File: src/rtl/puzzle_loader.sv
// UART board-configuration receiver: collects header + 4 payload bytes + XOR checksum
// and presents the validated 4x4 board image with a one-cycle load strobe.
module puzzle_loader #(
    parameter int          CLKS_PER_BIT = 868,
    parameter logic [7:0]  HEADER       = 8'hA5,
    parameter int          TIMEOUT_BITS = 40
) (
    input  logic        clk,
    input  logic        reset,
    input  logic        rx,
    output logic [31:0] load_data,
    output logic        load_valid,
    output logic        busy,
    output logic        frame_error,
    output logic        checksum_error
);

    localparam int CNT_W     = $clog2(CLKS_PER_BIT);
    localparam int TMO_LIMIT = TIMEOUT_BITS * CLKS_PER_BIT;
    localparam int TMO_W     = $clog2(TMO_LIMIT + 1);
    localparam logic [CNT_W-1:0] HALF_M1 = CNT_W'(CLKS_PER_BIT / 2 - 1);
    localparam logic [CNT_W-1:0] BIT_M1  = CNT_W'(CLKS_PER_BIT - 1);
    localparam logic [TMO_W-1:0] TMO_M1  = TMO_W'(TMO_LIMIT - 1);

    typedef enum logic [1:0] {RX_IDLE, RX_START, RX_DATA, RX_STOP} rx_state_t;
    typedef enum logic [1:0] {FRM_HUNT, FRM_PAYLOAD, FRM_CHECK} frm_state_t;

    logic             rx_meta_q, rx_sync_q, rx_prev_q;
    rx_state_t        rx_state_q, rx_state_d;
    logic [CNT_W-1:0] cnt_q, cnt_d;
    logic [2:0]       bit_idx_q, bit_idx_d;
    logic [7:0]       shift_q, shift_d;
    logic             byte_done, stop_err;

    frm_state_t       frm_state_q, frm_state_d;
    logic [1:0]       idx_q, idx_d;
    logic [31:0]      shadow_q, shadow_d;
    logic [7:0]       xor_q, xor_d;
    logic [TMO_W-1:0] tmo_q, tmo_d;
    logic             timeout;
    logic [31:0]      load_data_q, load_data_d;
    logic             load_valid_q, load_valid_d;
    logic             busy_q, busy_d;
    logic             frame_error_q, frame_error_d;
    logic             checksum_error_q, checksum_error_d;

    // Byte receiver: byte_done / stop_err are asserted in the stop-bit sample cycle
    always_comb begin
        rx_state_d = rx_state_q;
        cnt_d      = cnt_q;
        bit_idx_d  = bit_idx_q;
        shift_d    = shift_q;
        byte_done  = 1'b0;
        stop_err   = 1'b0;
        case (rx_state_q)
            RX_IDLE: begin
                if (rx_prev_q && !rx_sync_q) begin
                    rx_state_d = RX_START;
                    cnt_d      = '0;
                end
            end
            RX_START: begin
                if (cnt_q == HALF_M1) begin
                    cnt_d      = '0;
                    bit_idx_d  = '0;
                    rx_state_d = rx_sync_q ? RX_IDLE : RX_DATA;
                end else begin
                    cnt_d = cnt_q + CNT_W'(1);
                end
            end
            RX_DATA: begin
                if (cnt_q == BIT_M1) begin
                    cnt_d     = '0;
                    shift_d   = {rx_sync_q, shift_q[7:1]};
                    bit_idx_d = bit_idx_q + 3'd1;
                    if (bit_idx_q == 3'd7) rx_state_d = RX_STOP;
                end else begin
                    cnt_d = cnt_q + CNT_W'(1);
                end
            end
            RX_STOP: begin
                if (cnt_q == BIT_M1) begin
                    cnt_d      = '0;
                    rx_state_d = RX_IDLE;
                    byte_done  = rx_sync_q;
                    stop_err   = !rx_sync_q;
                end else begin
                    cnt_d = cnt_q + CNT_W'(1);
                end
            end
            default: rx_state_d = RX_IDLE;
        endcase
    end

    // The inter-byte timer only runs while the line sits idle inside a frame
    assign timeout = (frm_state_q != FRM_HUNT) && (rx_state_q == RX_IDLE) && (tmo_q == TMO_M1);

    always_comb begin
        frm_state_d      = frm_state_q;
        idx_d            = idx_q;
        shadow_d         = shadow_q;
        xor_d            = xor_q;
        load_data_d      = load_data_q;
        load_valid_d     = 1'b0;
        busy_d           = busy_q;
        frame_error_d    = 1'b0;
        checksum_error_d = 1'b0;

        if (frm_state_q == FRM_HUNT || byte_done)
            tmo_d = '0;
        else if (rx_state_q == RX_IDLE)
            tmo_d = tmo_q + TMO_W'(1);
        else
            tmo_d = tmo_q;

        case (frm_state_q)
            FRM_HUNT: begin
                if (byte_done && shift_q == HEADER) begin
                    frm_state_d = FRM_PAYLOAD;
                    idx_d       = '0;
                    xor_d       = '0;
                    busy_d      = 1'b1;
                end
            end
            FRM_PAYLOAD: begin
                if (stop_err || timeout) begin
                    frm_state_d   = FRM_HUNT;
                    busy_d        = 1'b0;
                    frame_error_d = 1'b1;
                end else if (byte_done) begin
                    shadow_d[{idx_q, 3'b000} +: 8] = shift_q;
                    xor_d = xor_q ^ shift_q;
                    idx_d = idx_q + 2'd1;
                    if (idx_q == 2'd3) frm_state_d = FRM_CHECK;
                end
            end
            FRM_CHECK: begin
                if (stop_err || timeout) begin
                    frm_state_d   = FRM_HUNT;
                    busy_d        = 1'b0;
                    frame_error_d = 1'b1;
                end else if (byte_done) begin
                    frm_state_d = FRM_HUNT;
                    busy_d      = 1'b0;
                    if (shift_q == xor_q) begin
                        load_data_d  = shadow_q;
                        load_valid_d = 1'b1;
                    end else begin
                        checksum_error_d = 1'b1;
                    end
                end
            end
            default: begin
                frm_state_d = FRM_HUNT;
                busy_d      = 1'b0;
            end
        endcase
    end

    always_ff @(posedge clk) begin
        if (reset) begin
            rx_meta_q        <= 1'b1;
            rx_sync_q        <= 1'b1;
            rx_prev_q        <= 1'b1;
            rx_state_q       <= RX_IDLE;
            cnt_q            <= '0;
            bit_idx_q        <= '0;
            frm_state_q      <= FRM_HUNT;
            idx_q            <= '0;
            tmo_q            <= '0;
            load_data_q      <= '0;
            load_valid_q     <= 1'b0;
            busy_q           <= 1'b0;
            frame_error_q    <= 1'b0;
            checksum_error_q <= 1'b0;
        end else begin
            rx_meta_q        <= rx;
            rx_sync_q        <= rx_meta_q;
            rx_prev_q        <= rx_sync_q;
            rx_state_q       <= rx_state_d;
            cnt_q            <= cnt_d;
            bit_idx_q        <= bit_idx_d;
            frm_state_q      <= frm_state_d;
            idx_q            <= idx_d;
            tmo_q            <= tmo_d;
            load_data_q      <= load_data_d;
            load_valid_q     <= load_valid_d;
            busy_q           <= busy_d;
            frame_error_q    <= frame_error_d;
            checksum_error_q <= checksum_error_d;
        end
    end

    // Datapath registers: always rewritten before use, so they carry no reset
    always_ff @(posedge clk) begin
        shift_q  <= shift_d;
        shadow_q <= shadow_d;
        xor_q    <= xor_d;
    end

    assign load_data      = load_data_q;
    assign load_valid     = load_valid_q;
    assign busy           = busy_q;
    assign frame_error    = frame_error_q;
    assign checksum_error = checksum_error_q;

endmodule

File: config.mk
export PLATFORM = sky130hd
export DESIGN_NAME = puzzle_loader
export DESIGN_NICKNAME = d
export VERILOG_FILES = /design/src/rtl/puzzle_loader.sv
export SDC_FILE = /design/constraint.sdc
export NUM_CORES = 1
export LEC_CHECK = 0
export ABC_AREA = 1
export CORE_MARGIN = 1
export CORE_UTILIZATION = 40
export DETAILED_ROUTE_END_ITERATION = 10
export PLACE_DENSITY_LB_ADDON = 0.1
export SLEW_MARGIN = 30
export SYNTH_ARGS = -nofsm -noshare
export SYNTH_HDL_FRONTEND = slang
export SYNTH_SLANG_ARGS = --single-unit
File: constraint.sdc
create_clock -name clk -period 2.7 [get_ports clk]
set_clock_uncertainty 0.15 [all_clocks]
set_input_delay 0.54 -clock clk [delete_from_list [all_inputs] [get_ports clk]]
set_output_delay 0.54 -clock clk [all_outputs]
set_load 0.02 [all_outputs]
==> metrics.csv <==
stage,metric,value,unit
synthesis,post-synthesis sequential area ratio,55.2,%
min_path,Hold Crit Class,reg2reg,
place,dpl cells,801,
global_route,grt total ovfl,0,
cells_and_area,Antenna Cells,0,
worst_setup_path,Worst Path Required,2.67,ns
floorplan,die area,0.0137,mm2
synthesis,top_reg_cell synth,dfxtp_1,
clock_tree,CTS H-tree depth,4,
synthesis,Synth cell types,40,
worst_setup_path,Worst Setup Start Kind,flop,
worst_setup_path,Max stage delay on crit path,0.40,ns
clock_tree,CTS tree,built,
sta,slew at the pin closest to its max-slew limit,0.647,ns
detailed_routing,Wirelength per Cell,13.3,um
floorplan,Rows,41,
worst_setup_path,Crit Path Max Fanout,8,
cells_and_area,layout cell share with drive strength beyond 1,9.53,%
synthesis,mapped cell area,0.00530,mm2
worst_setup_path,CP arrival,2.09,ns
sta,Final period util,78.4,%
clock_tree,CTS resizes,0,
clock_tree,clock sinks,122,
sta,Finish-stage setup viols,0,
place,Port Buf Inserts,38,
clock_tree,cts hold-fix bufs,0,
floorplan,Initial Utilization,41.5,%
synthesis,syn_area_per_cell,8.81,um2
synthesis,Async SR Flop Fraction,0,%
global_route,met2 Use GR,28.2,%
sta,Max Clk Rate,473,MHz
global_route,number of global-route vias before repair,3798,
place,DPL Wire Length,7.76,mm
floorplan,Core Footprint,0.0128,mm2
worst_setup_path,crit path cell chain,"ha_1, inv_1, nor2_2, nand3_2, inv_2, nand2_1, nor2_1, buf_4",
cells_and_area,Layout Cells excl Fill,833,
synthesis,Synth area leader,dfxtp_1,
floorplan,Die Ht,117,um
global_route,first-pass GRT wire length,18.5,mm
sta,min Tclk post-route,2.12,ns
synthesis,Yosys reg bits,122,
detailed_routing,DRC Markers,0,
synthesis,Yosys top cell area share,28.0,%
detailed_routing,Routed WL,11.1,mm
worst_setup_path,critical path type,reg2reg,
global_route,largest net degree at the start of global routing,40,
worst_setup_path,"Buf+Inv Stages, Crit Path",3,
outcome,status,"complete, no violations",
detailed_routing,remaining antenna violation count after routing,0,
power_and_ir_drop,power per cell area,654,mW/mm2
floorplan,Ports,39,
cells_and_area,area delta synth->final,21.8,%
worst_setup_path,CP top delay family,simple AND/OR/NAND/NOR gates,
sta,relative slew slack,56.3,%
sta,final slew viol count,0,
global_route,Total GRT Usage,18.1,%
detailed_routing,vias,4067,
floorplan,Die X,117,um
synthesis,Synth area leaders,"dfxtp_1 (28%), edfxtp_1 (27%), nor2_1 (8.6%)",
sta,Final Hold Viols,0,
synthesis,number of synthesis warnings,0,
clock_tree,Clock Path Buffers,2,
place,GP Congestion,0.810,
sta,RSZ-0062 raised after global routing,no,
clock_tree,postcts setup bufs,0,
detailed_routing,vias per cell,4.88,
clock_tree,Root Buffer,clkbuf_16,
worst_setup_path,CP max stage cell,dfxtp_1,
synthesis,Cells after Synth,601,
clock_tree,Num CTS Buffers,17,
synthesis,Post-synth EDFFs,48,
detailed_routing,First-pass DRT Iterations,5,
global_route,initial antenna violation count,0,
global_route,met1 global-route usage,22.9,%
power_and_ir_drop,leakage,2.30,nW
sta,setup_tns,0,ns
clock_tree,clock-pin slew on the worst setup and hold paths,0.05,ns
flow_run,Max-Cap Viols,0,
global_route,met3 layer usage reported by global route,4.94,%
detailed_routing,1st-iter DRT viols,306,
power_and_ir_drop,Max rail drop VDD,0.365,mV
clock_tree,worst skew pair latency,0.41,ns
global_route,layer with the highest usage,met2,
cells_and_area,Final nets,665,
synthesis,Post-Syn Nets,618,
worst_setup_path,Worst setup EP type,flop,
cells_and_area,fillers,1174,
## Yosys cell counts (2+ instances only)
cell,number
nor2_2,5
buf_4,4
nor2_1,122
inv_1,52
o21a_1,2
inv_2,5
nand3_2,3
nand2_1,74
nor3_1,45
nand3_1,26
xnor2_1,9
edfxtp_1,48
o21ai_1,2
clkinv_1,2
o21ai_0,11
dfxtp_1,74
clkbuf_1,12
ha_1,14
nor2_4,2
xor2_1,3
nand4_1,6
a31oi_1,33
a21oi_1,18
or2_2,2
o211ai_1,3
o22ai_1,3
buf_2,7
a211oi_1,2
## placed cells by master, fill, tap and decap left out, types with 2 or more instances in the layout
master,n
a211oi_1,2
a21oi_1,18
a31oi_1,33
buf_4,13
bufinv_16,2
clkbuf_1,2
clkbuf_16,17
clkdlybuf4s50_1,38
clkinv_1,4
clkinv_2,3
clkinv_4,2
clkinvlp_4,2
dfxtp_1,74
edfxtp_1,48
ha_1,14
inv_1,52
inv_2,5
nand2_1,74
nand3_1,26
nand3_2,3
nand4_1,6
nor2_1,122
nor2_2,5
nor2_4,2
nor3_1,45
o211ai_1,3
o21a_1,2
o21ai_0,11
o21ai_1,2
o22ai_1,3
or2_2,2
xnor2_1,9
xor2_1,3
## where the power goes
group          leakage [nW]  internal, W  switching, W  total [W]
combinational          1.07    0.0000341     0.0000856   0.000120
sequential            0.960      0.00191     0.0000113    0.00192
clock                 0.275      0.00137      0.000802    0.00218
## registers in the layout (all words and copies together), names as in the netlist, 2 cells and up, named ones only
name	cells
bit_idx_q	3
idx_q	2
load_data	32
cnt_q	10
shadow_q	32
tmo_q	16
frm_state_q	2
xor_q	8
shift_q	8
## cell type report
| cell class | instances | area [um2] | area share, % |
|---|---|---|---|
| Clock buffer | 20 | 447 | 6.93 |
| Timing Repair Buffer | 51 | 478 | 7.41 |
| Inverter | 59 | 221 | 3.43 |
| Sequential cell | 122 | 2920 | 45.3 |
| Tap cell | 172 | 215 | 3.34 |
| Clock inverter | 12 | 124 | 1.92 |
| Multi-Input combinational cell | 397 | 2040 | 31.7 |
## routing by layer
metal | part of all wire (%) | vias up
met1 | 48 | 1868
met2 | 46 | 64
li1 | - | 2116
met5 | 0 | -
met3 | 2.9 | 19
met4 | 2.7 | 0
## logic make-up after synthesis
logic type / share of synthesized area [%]
buf+inv: 6.26
flops: 55.2
simple gates: 24.5
xor+xnor: 1.98
compound gates: 8.79
fa+ha+maj: 3.31
## metrics by stage
stage                     instance area (um2)  hold slack (ns)  total power, W  utilization [%]  setup WS [ns]
after floorplan                          5300            0.239         0.00205                -          0.540
after global placement                   5880            0.260         0.00208             46.0          0.626
after detailed placement                 5880            0.264         0.00208             46.0          0.583
after CTS                                6450            0.279         0.00427             50.5          0.570
after global routing                     6450            0.306         0.00437             50.5          0.395
final                                    6450            0.267         0.00422             50.5          0.584
## worst reg2reg max path, delay by kind of cell (launching register included)
| family | cells | cell delay [ns] |
|---|---|---|
| buffers and inverters | 3 | 0.39 |
| and+or+nand+nor | 4 | 0.69 |
| DFF | 1 | 0.40 |
| adders and majority gates | 1 | 0.21 |
## worst paths after layout
check	slack, ns	endpoint	startpoint	depth (start not counted)
worst max-delay path	0.58	shadow_q[5]	cnt_q[0]	8
worst min-delay path	0.27	rx_sync_q	rx_meta_q	1
worst max register to register	0.58	shadow_q[5]	cnt_q[0]	8
worst min register to register	0.27	rx_sync_q	rx_meta_q	1
Note: power is estimated with default switching activity, not from simulation.
